`config.mk`:
```
export PLATFORM = sky130hd
export DESIGN_NAME = ball_renderer_flat
export DESIGN_NICKNAME = d
export VERILOG_FILES = /design/src/rtl/ball_renderer_if.sv /design/src/rtl/ball_renderer.sv /design/src/flat_wrapper.sv
export SDC_FILE = /design/constraint.sdc
export NUM_CORES = 1
export LEC_CHECK = 0
export CELL_PAD_IN_SITES_DETAIL_PLACEMENT = 1
export CELL_PAD_IN_SITES_GLOBAL_PLACEMENT = 1
export CORE_MARGIN = 5
export CORE_UTILIZATION = 48
export DETAILED_ROUTE_END_ITERATION = 12
export PLACE_DENSITY = 0.94
export SETUP_SLACK_MARGIN = 0.02
export SLEW_MARGIN = 20
export SYNTH_ARGS = -nofsm -noshare
export SYNTH_HDL_FRONTEND = slang
export SYNTH_SLANG_ARGS = --single-unit
```
`constraint.sdc`:
```
create_clock -name i_clk -period 9.8 [get_ports i_clk]
set_input_delay 1.96 -clock i_clk [delete_from_list [all_inputs] [get_ports i_clk]]
set_output_delay 1.96 -clock i_clk [all_outputs]
set_load 0.01 [all_outputs]
```
`src/rtl/ball_renderer_if.sv`:
```
// Position handshake between the kinematic integrator (master) and the ball renderer (slave).
interface ball_renderer_if;
   logic       pos_valid;
   logic       pos_ready;
   logic [9:0] pos_x;
   logic [9:0] pos_y;

   modport master (output pos_valid, output pos_x, output pos_y, input pos_ready);
   modport slave  (input pos_valid, input pos_x, input pos_y, output pos_ready);
endinterface

```
`src/rtl/ball_renderer.sv`:
```
// Draws a filled circle into the VGA pixel stream; positions are double-buffered and
// committed on frame_start so the ball never tears mid-frame. Two-stage pixel pipeline.
module ball_renderer #(
   parameter int          H_ACTIVE = 640,
   parameter int          V_ACTIVE = 480,
   parameter int          RADIUS   = 8,
   parameter logic [11:0] BALL_RGB = 12'hF80,
   parameter logic [11:0] BG_RGB   = 12'h000
) (
   input  logic             i_clk,
   input  logic             i_rst_n,
   ball_renderer_if.slave   pos_if,
   input  logic             i_frame_start,
   input  logic             i_video_on,
   input  logic [9:0]       i_scan_x,
   input  logic [9:0]       i_scan_y,
   input  logic             i_hsync,
   input  logic             i_vsync,
   output logic [11:0]      o_rgb,
   output logic             o_hsync,
   output logic             o_vsync,
   output logic             o_stale,
   output logic [7:0]       o_frame_count
);

   localparam logic [20:0] R_SQ = 21'(RADIUS * RADIUS);

   logic [9:0]         r_px;
   logic [9:0]         r_py;
   logic               r_pend_full;
   logic [9:0]         r_ax;
   logic [9:0]         r_ay;
   logic               r_stale;
   logic [7:0]         r_frame_count;
   logic signed [10:0] r_dx;
   logic signed [10:0] r_dy;
   logic               r_von_d1;
   logic               r_hs_d1;
   logic               r_vs_d1;
   logic [11:0]        r_rgb;
   logic               r_hs_d2;
   logic               r_vs_d2;

   logic               w_xfer;
   logic [9:0]         w_adx;
   logic [9:0]         w_ady;
   logic [20:0]        w_d2;
   logic               w_hit;

   assign pos_if.pos_ready = !r_pend_full;
   assign w_xfer           = pos_if.pos_valid && !r_pend_full;

   // Pending/active position buffers, stale flag and frame counter.
   always_ff @(posedge i_clk or negedge i_rst_n) begin
      if (!i_rst_n) begin
         r_px          <= 10'd0;
         r_py          <= 10'd0;
         r_pend_full   <= 1'b0;
         r_ax          <= 10'(H_ACTIVE / 2);
         r_ay          <= 10'(V_ACTIVE / 2);
         r_stale       <= 1'b0;
         r_frame_count <= 8'd0;
      end else begin
         if (i_frame_start) begin
            r_frame_count <= r_frame_count + 8'd1;
            if (r_pend_full) begin
               r_ax        <= r_px;
               r_ay        <= r_py;
               r_pend_full <= 1'b0;
               r_stale     <= 1'b0;
            end else begin
               // A transfer arriving on the boundary itself waits for the next frame.
               r_stale <= 1'b1;
               if (w_xfer) begin
                  r_px        <= pos_if.pos_x;
                  r_py        <= pos_if.pos_y;
                  r_pend_full <= 1'b1;
               end else begin
                  r_pend_full <= r_pend_full;
               end
            end
         end else if (w_xfer) begin
            r_px        <= pos_if.pos_x;
            r_py        <= pos_if.pos_y;
            r_pend_full <= 1'b1;
         end else begin
            r_pend_full <= r_pend_full;
         end
      end
   end

   // Stage 1: signed offsets from the ball centre, sync/video delayed alongside.
   always_ff @(posedge i_clk or negedge i_rst_n) begin
      if (!i_rst_n) begin
         r_dx     <= 11'sd0;
         r_dy     <= 11'sd0;
         r_von_d1 <= 1'b0;
         r_hs_d1  <= 1'b1;
         r_vs_d1  <= 1'b1;
      end else begin
         r_dx     <= $signed({1'b0, i_scan_x}) - $signed({1'b0, r_ax});
         r_dy     <= $signed({1'b0, i_scan_y}) - $signed({1'b0, r_ay});
         r_von_d1 <= i_video_on;
         r_hs_d1  <= i_hsync;
         r_vs_d1  <= i_vsync;
      end
   end

   // Squaring magnitudes gives the same d2 as squaring the signed offsets.
   assign w_adx = r_dx[10] ? 10'(-r_dx) : r_dx[9:0];
   assign w_ady = r_dy[10] ? 10'(-r_dy) : r_dy[9:0];
   assign w_d2  = (21'(w_adx) * 21'(w_adx)) + (21'(w_ady) * 21'(w_ady));
   assign w_hit = (w_d2 <= R_SQ);

   // Stage 2: colour select and final sync alignment.
   always_ff @(posedge i_clk or negedge i_rst_n) begin
      if (!i_rst_n) begin
         r_rgb   <= 12'h000;
         r_hs_d2 <= 1'b1;
         r_vs_d2 <= 1'b1;
      end else begin
         if (!r_von_d1) begin
            r_rgb <= 12'h000;
         end else if (w_hit) begin
            r_rgb <= BALL_RGB;
         end else begin
            r_rgb <= BG_RGB;
         end
         r_hs_d2 <= r_hs_d1;
         r_vs_d2 <= r_vs_d1;
      end
   end

   assign o_rgb         = r_rgb;
   assign o_hsync       = r_hs_d2;
   assign o_vsync       = r_vs_d2;
   assign o_stale       = r_stale;
   assign o_frame_count = r_frame_count;

endmodule

```
`src/flat_wrapper.sv`:
```
// flat-port wrapper written by rule: the top's interface ports become plain ports
module ball_renderer_flat 
#(
   parameter int          H_ACTIVE = 640,
   parameter int          V_ACTIVE = 480,
   parameter int          RADIUS   = 8,
   parameter logic [11:0] BALL_RGB = 12'hF80,
   parameter logic [11:0] BG_RGB   = 12'h000
)
  (i_clk, i_rst_n, i_frame_start, i_video_on, i_scan_x, i_scan_y, i_hsync, i_vsync, o_rgb, o_hsync, o_vsync, o_stale, o_frame_count, pos_if_pos_valid, pos_if_pos_x, pos_if_pos_y, pos_if_pos_ready);
  ball_renderer_if pos_if_i ();
  input  logic i_clk;
  input  logic i_rst_n;
  input  logic i_frame_start;
  input  logic i_video_on;
  input  logic [9:0] i_scan_x;
  input  logic [9:0] i_scan_y;
  input  logic i_hsync;
  input  logic i_vsync;
  output logic [11:0] o_rgb;
  output logic o_hsync;
  output logic o_vsync;
  output logic o_stale;
  output logic [7:0] o_frame_count;
  input wire logic [$bits(pos_if_i.pos_valid)-1:0] pos_if_pos_valid;
  input wire logic [$bits(pos_if_i.pos_x)-1:0] pos_if_pos_x;
  input wire logic [$bits(pos_if_i.pos_y)-1:0] pos_if_pos_y;
  output wire logic [$bits(pos_if_i.pos_ready)-1:0] pos_if_pos_ready;
  assign pos_if_i.pos_valid = pos_if_pos_valid;
  assign pos_if_i.pos_x = pos_if_pos_x;
  assign pos_if_i.pos_y = pos_if_pos_y;
  assign pos_if_pos_ready = pos_if_i.pos_ready;
  ball_renderer #(.H_ACTIVE(H_ACTIVE), .V_ACTIVE(V_ACTIVE), .RADIUS(RADIUS), .BALL_RGB(BALL_RGB), .BG_RGB(BG_RGB)) u_core (.i_clk(i_clk), .i_rst_n(i_rst_n), .pos_if(pos_if_i), .i_frame_start(i_frame_start), .i_video_on(i_video_on), .i_scan_x(i_scan_x), .i_scan_y(i_scan_y), .i_hsync(i_hsync), .i_vsync(i_vsync), .o_rgb(o_rgb), .o_hsync(o_hsync), .o_vsync(o_vsync), .o_stale(o_stale), .o_frame_count(o_frame_count));
endmodule
```
==> metrics, run 1 <==
worst hold margin=0.3675 ns; Core ar.=approximately 0.020 sq mm; kind of critical path=reg -> reg; initial antenna violation count=0; fin crit period=about 8.8 ns; Unique masters post-synth=67; critical path launch point type=flip-flop; DRC violations left=0; FFs w/ async S/R, synth=100.0%; HPWL Detailed=roughly 25000 um; CTS root buffer=clkbuf_16; Vias=about 7600; placed cell areas=0.01053 sq mm; Synth warnings=0; vias in the first global route=between 9000 and 10000; Inst Count DP=1303; I/O pin total=slightly above 70; FP Rows=51; final setup fails=0; post-route cell area=~0.011 sq mm; Max Cap Viol=0; number of enable flip-flop cells after synthesis=0; first-pass GRT wire length=between 50000 and 60000 um; Die H=about 150 um; area of the die=0.02305 sq mm; worst slew pin tran=just under 1 ns; postcts setup bufs=0; Worst Path Max Fanout=10; CTS resizes=0; CP arrival=between 9 and 10 ns; TritonCTS Sinks=78; Gate Count Post-Synth=between 900 and 1000; first drt pass iteration count=5; Fin Setup TNS=0 ns; synthesized area=around 0.0097 sq mm; final period utilization=90.01%; Seq/Total Area, Yosys=20.34%; CTS H-Tree Depth=3; GPL Wtd Cong=0.9129; worst skew pair latency=0.36 ns; CP dominant cell by count=inv_1; Final Hold Viols=0; Slew HR=33.75%; RSZ-0062 raised after global routing=false; WL/cell=25.03 um; Crit-path slowest cell=fa_1; Tightest Hold Check Type=reg -> reg; hold-fix buffers at CTS=0; status=finished, final reports clean; critical path's top delay family=adder cells; Fmax=113.4 MHz; synthesized area per cell=about 10 sq um; area grow syn2layout=12.74%; Clock Skew=approximately 0.015 ns; initial DRC count=around 460; WL final=about 33000 um; Slew Limit Fails=0; Worst setup EP type=flip-flop; synthesized flop and latch total=between 70 and 80; WP buf/inv=8; Nets=1336; top_reg_cell synth=dfrtp_1; Max Root-Sink Buffers=2; non-filler cells, final=about 1300; initial cell density of the core=49.13%; Vias/cell=approximately 5.7; share of cells above drive strength 1=under 10%; Worst EP required=approximately 10 ns; Die X-Extent=roughly 150 um; largest net degree at the start of global routing=slightly below 80; number of antenna repair diodes=0; CTS Buf Count=9; PortBufs=63; CTS tree=built; Clock transition at path regs=approximately 0.080 ns; ANT nets after route=0; GR Util All Layers=between 20 and 30%; Worst path max stage delay=about 0.57 ns; GRT Residual Overflow=0
[path summary, 6_finish.rpt]
path	startpoint	endpoint	slack [ns]	cells after the start
worst min-delay path	u_core.r_hs_d1	u_core.o_hsync	0.37	0
worst max register to register	u_core.r_dy[0]	u_core.o_rgb[10]	0.98	29
max in group asynchronous	i_rst_n	u_core.r_ay[5]	7.66	2
worst min register to register	u_core.r_hs_d1	u_core.o_hsync	0.37	0
worst max-delay path	u_core.r_dy[0]	u_core.o_rgb[10]	0.98	29
min in group asynchronous	i_rst_n	u_core.o_frame_count[3]	1.48	1
[registers in the layout, indices dropped and copies added, names as in the netlist]
name and cells:
u_core.r_dx 11, u_core.r_dy 11, u_core.r_ax 10, u_core.r_ay 10
u_core.r_px 10, u_core.r_py 10, u_core.o_frame_count 8, u_core.o_hsync 1
u_core.o_rgb 1, u_core.o_stale 1, u_core.o_vsync 1, u_core.r_hs_d1 1
u_core.r_pend_full 1, u_core.r_von_d1 1, u_core.r_vs_d1 1
[cell usage in the layout (no fill, tap or decap), drive strengths merged, types with 8 or more instances in the layout]
cell type and count:
mux2 42, a21o 8, xor2 23, fa 133, inv 234, clkbuf 9
o31ai 8, xnor2 35, ha 106, nor2 71, o21ai 21, dfstp 10
clkdlybuf4s50 62, nand2 82, a21oi 32, dfrtp 68
[cell usage after synthesis (5+ instances only)]
master	instances	area share (%)
mux2_2	42	4.9
ha_1	106	14
nor2_1	69	2.7
o21a_1	7	0.54
nand2b_1	6	0.39
inv_1	228	8.9
o21ai_0	17	0.88
dfrtp_1	68	18
nand2_1	82	3.2
o31ai_1	7	0.54
nand3_1	5	0.26
nor2b_1	5	0.32
nand4_1	7	0.45
fa_1	133	28
buf_4	11	0.86
xor2_1	21	1.9
nor3_1	7	0.36
xnor2_1	35	3.2
a21oi_1	31	1.6
a21o_1	8	0.62
clkbuf_1	7	0.27
dfstp_2	10	2.7
[per-layer routing]
metal	up-vias	global-route usage (%)	routed length, um
li1	3219	-	-
met4	0	22.35	2742
met5	-	0	0
met1	3854	28.94	11070
met3	159	5.311	1698
met2	343	52.22	17520
[per-stage QoR]
stage / utilization [%] / worst slack (ns)
3_5_place_dp: 53.55 / 1.208
6_report: 55.39 / 0.9786
5_1_grt: 55.39 / 0.7218
3_3_place_gp: 53.55 / 1.515
4_1_cts: 55.22 / 1.138
2_1_floorplan: - / 2.610
[cell families (layout without fill, tap and decap cells)]
| logic type | Yosys count | in the layout | synth area share (%) |
|---|---|---|---|
| simple gates | 207 | 207 | 9.745 |
| flops | 78 | 78 | 20.34 |
| buf+inv | 254 | 314 | 10.34 |
| compound gates | 108 | 108 | 7.698 |
| other cells | 1 | 7 | 0.03884 |
| mux | 44 | 44 | 5.106 |
| xor+xnor | 58 | 58 | 5.417 |
| fa+ha+maj | 239 | 239 | 41.31 |
[final cells by class]
type / count / area [sq um]
sequential: 78 / 1964
clock inverter: 7 / 102.6
tap: 265 / 331.6
fill: 2249 / 8768
timing repair buffer: 65 / 663.1
inverter: 233 / 875.8
multi-input combinational: 663 / 6723
clock buffer: 9 / 225.2
Power of run 1 is left out: the tool's default activity adds up to more than one toggle a clock period on the data nets, which glitch-free logic cannot reach.
==> run 2: changes to the inputs <==
- SKIP_CTS_REPAIR_TIMING: default -> 1
==> results of run 2 <==
Same layout as run 1: the final DEF is identical, and so are final timing and power.
Power of run 2 is left out for the same reason.
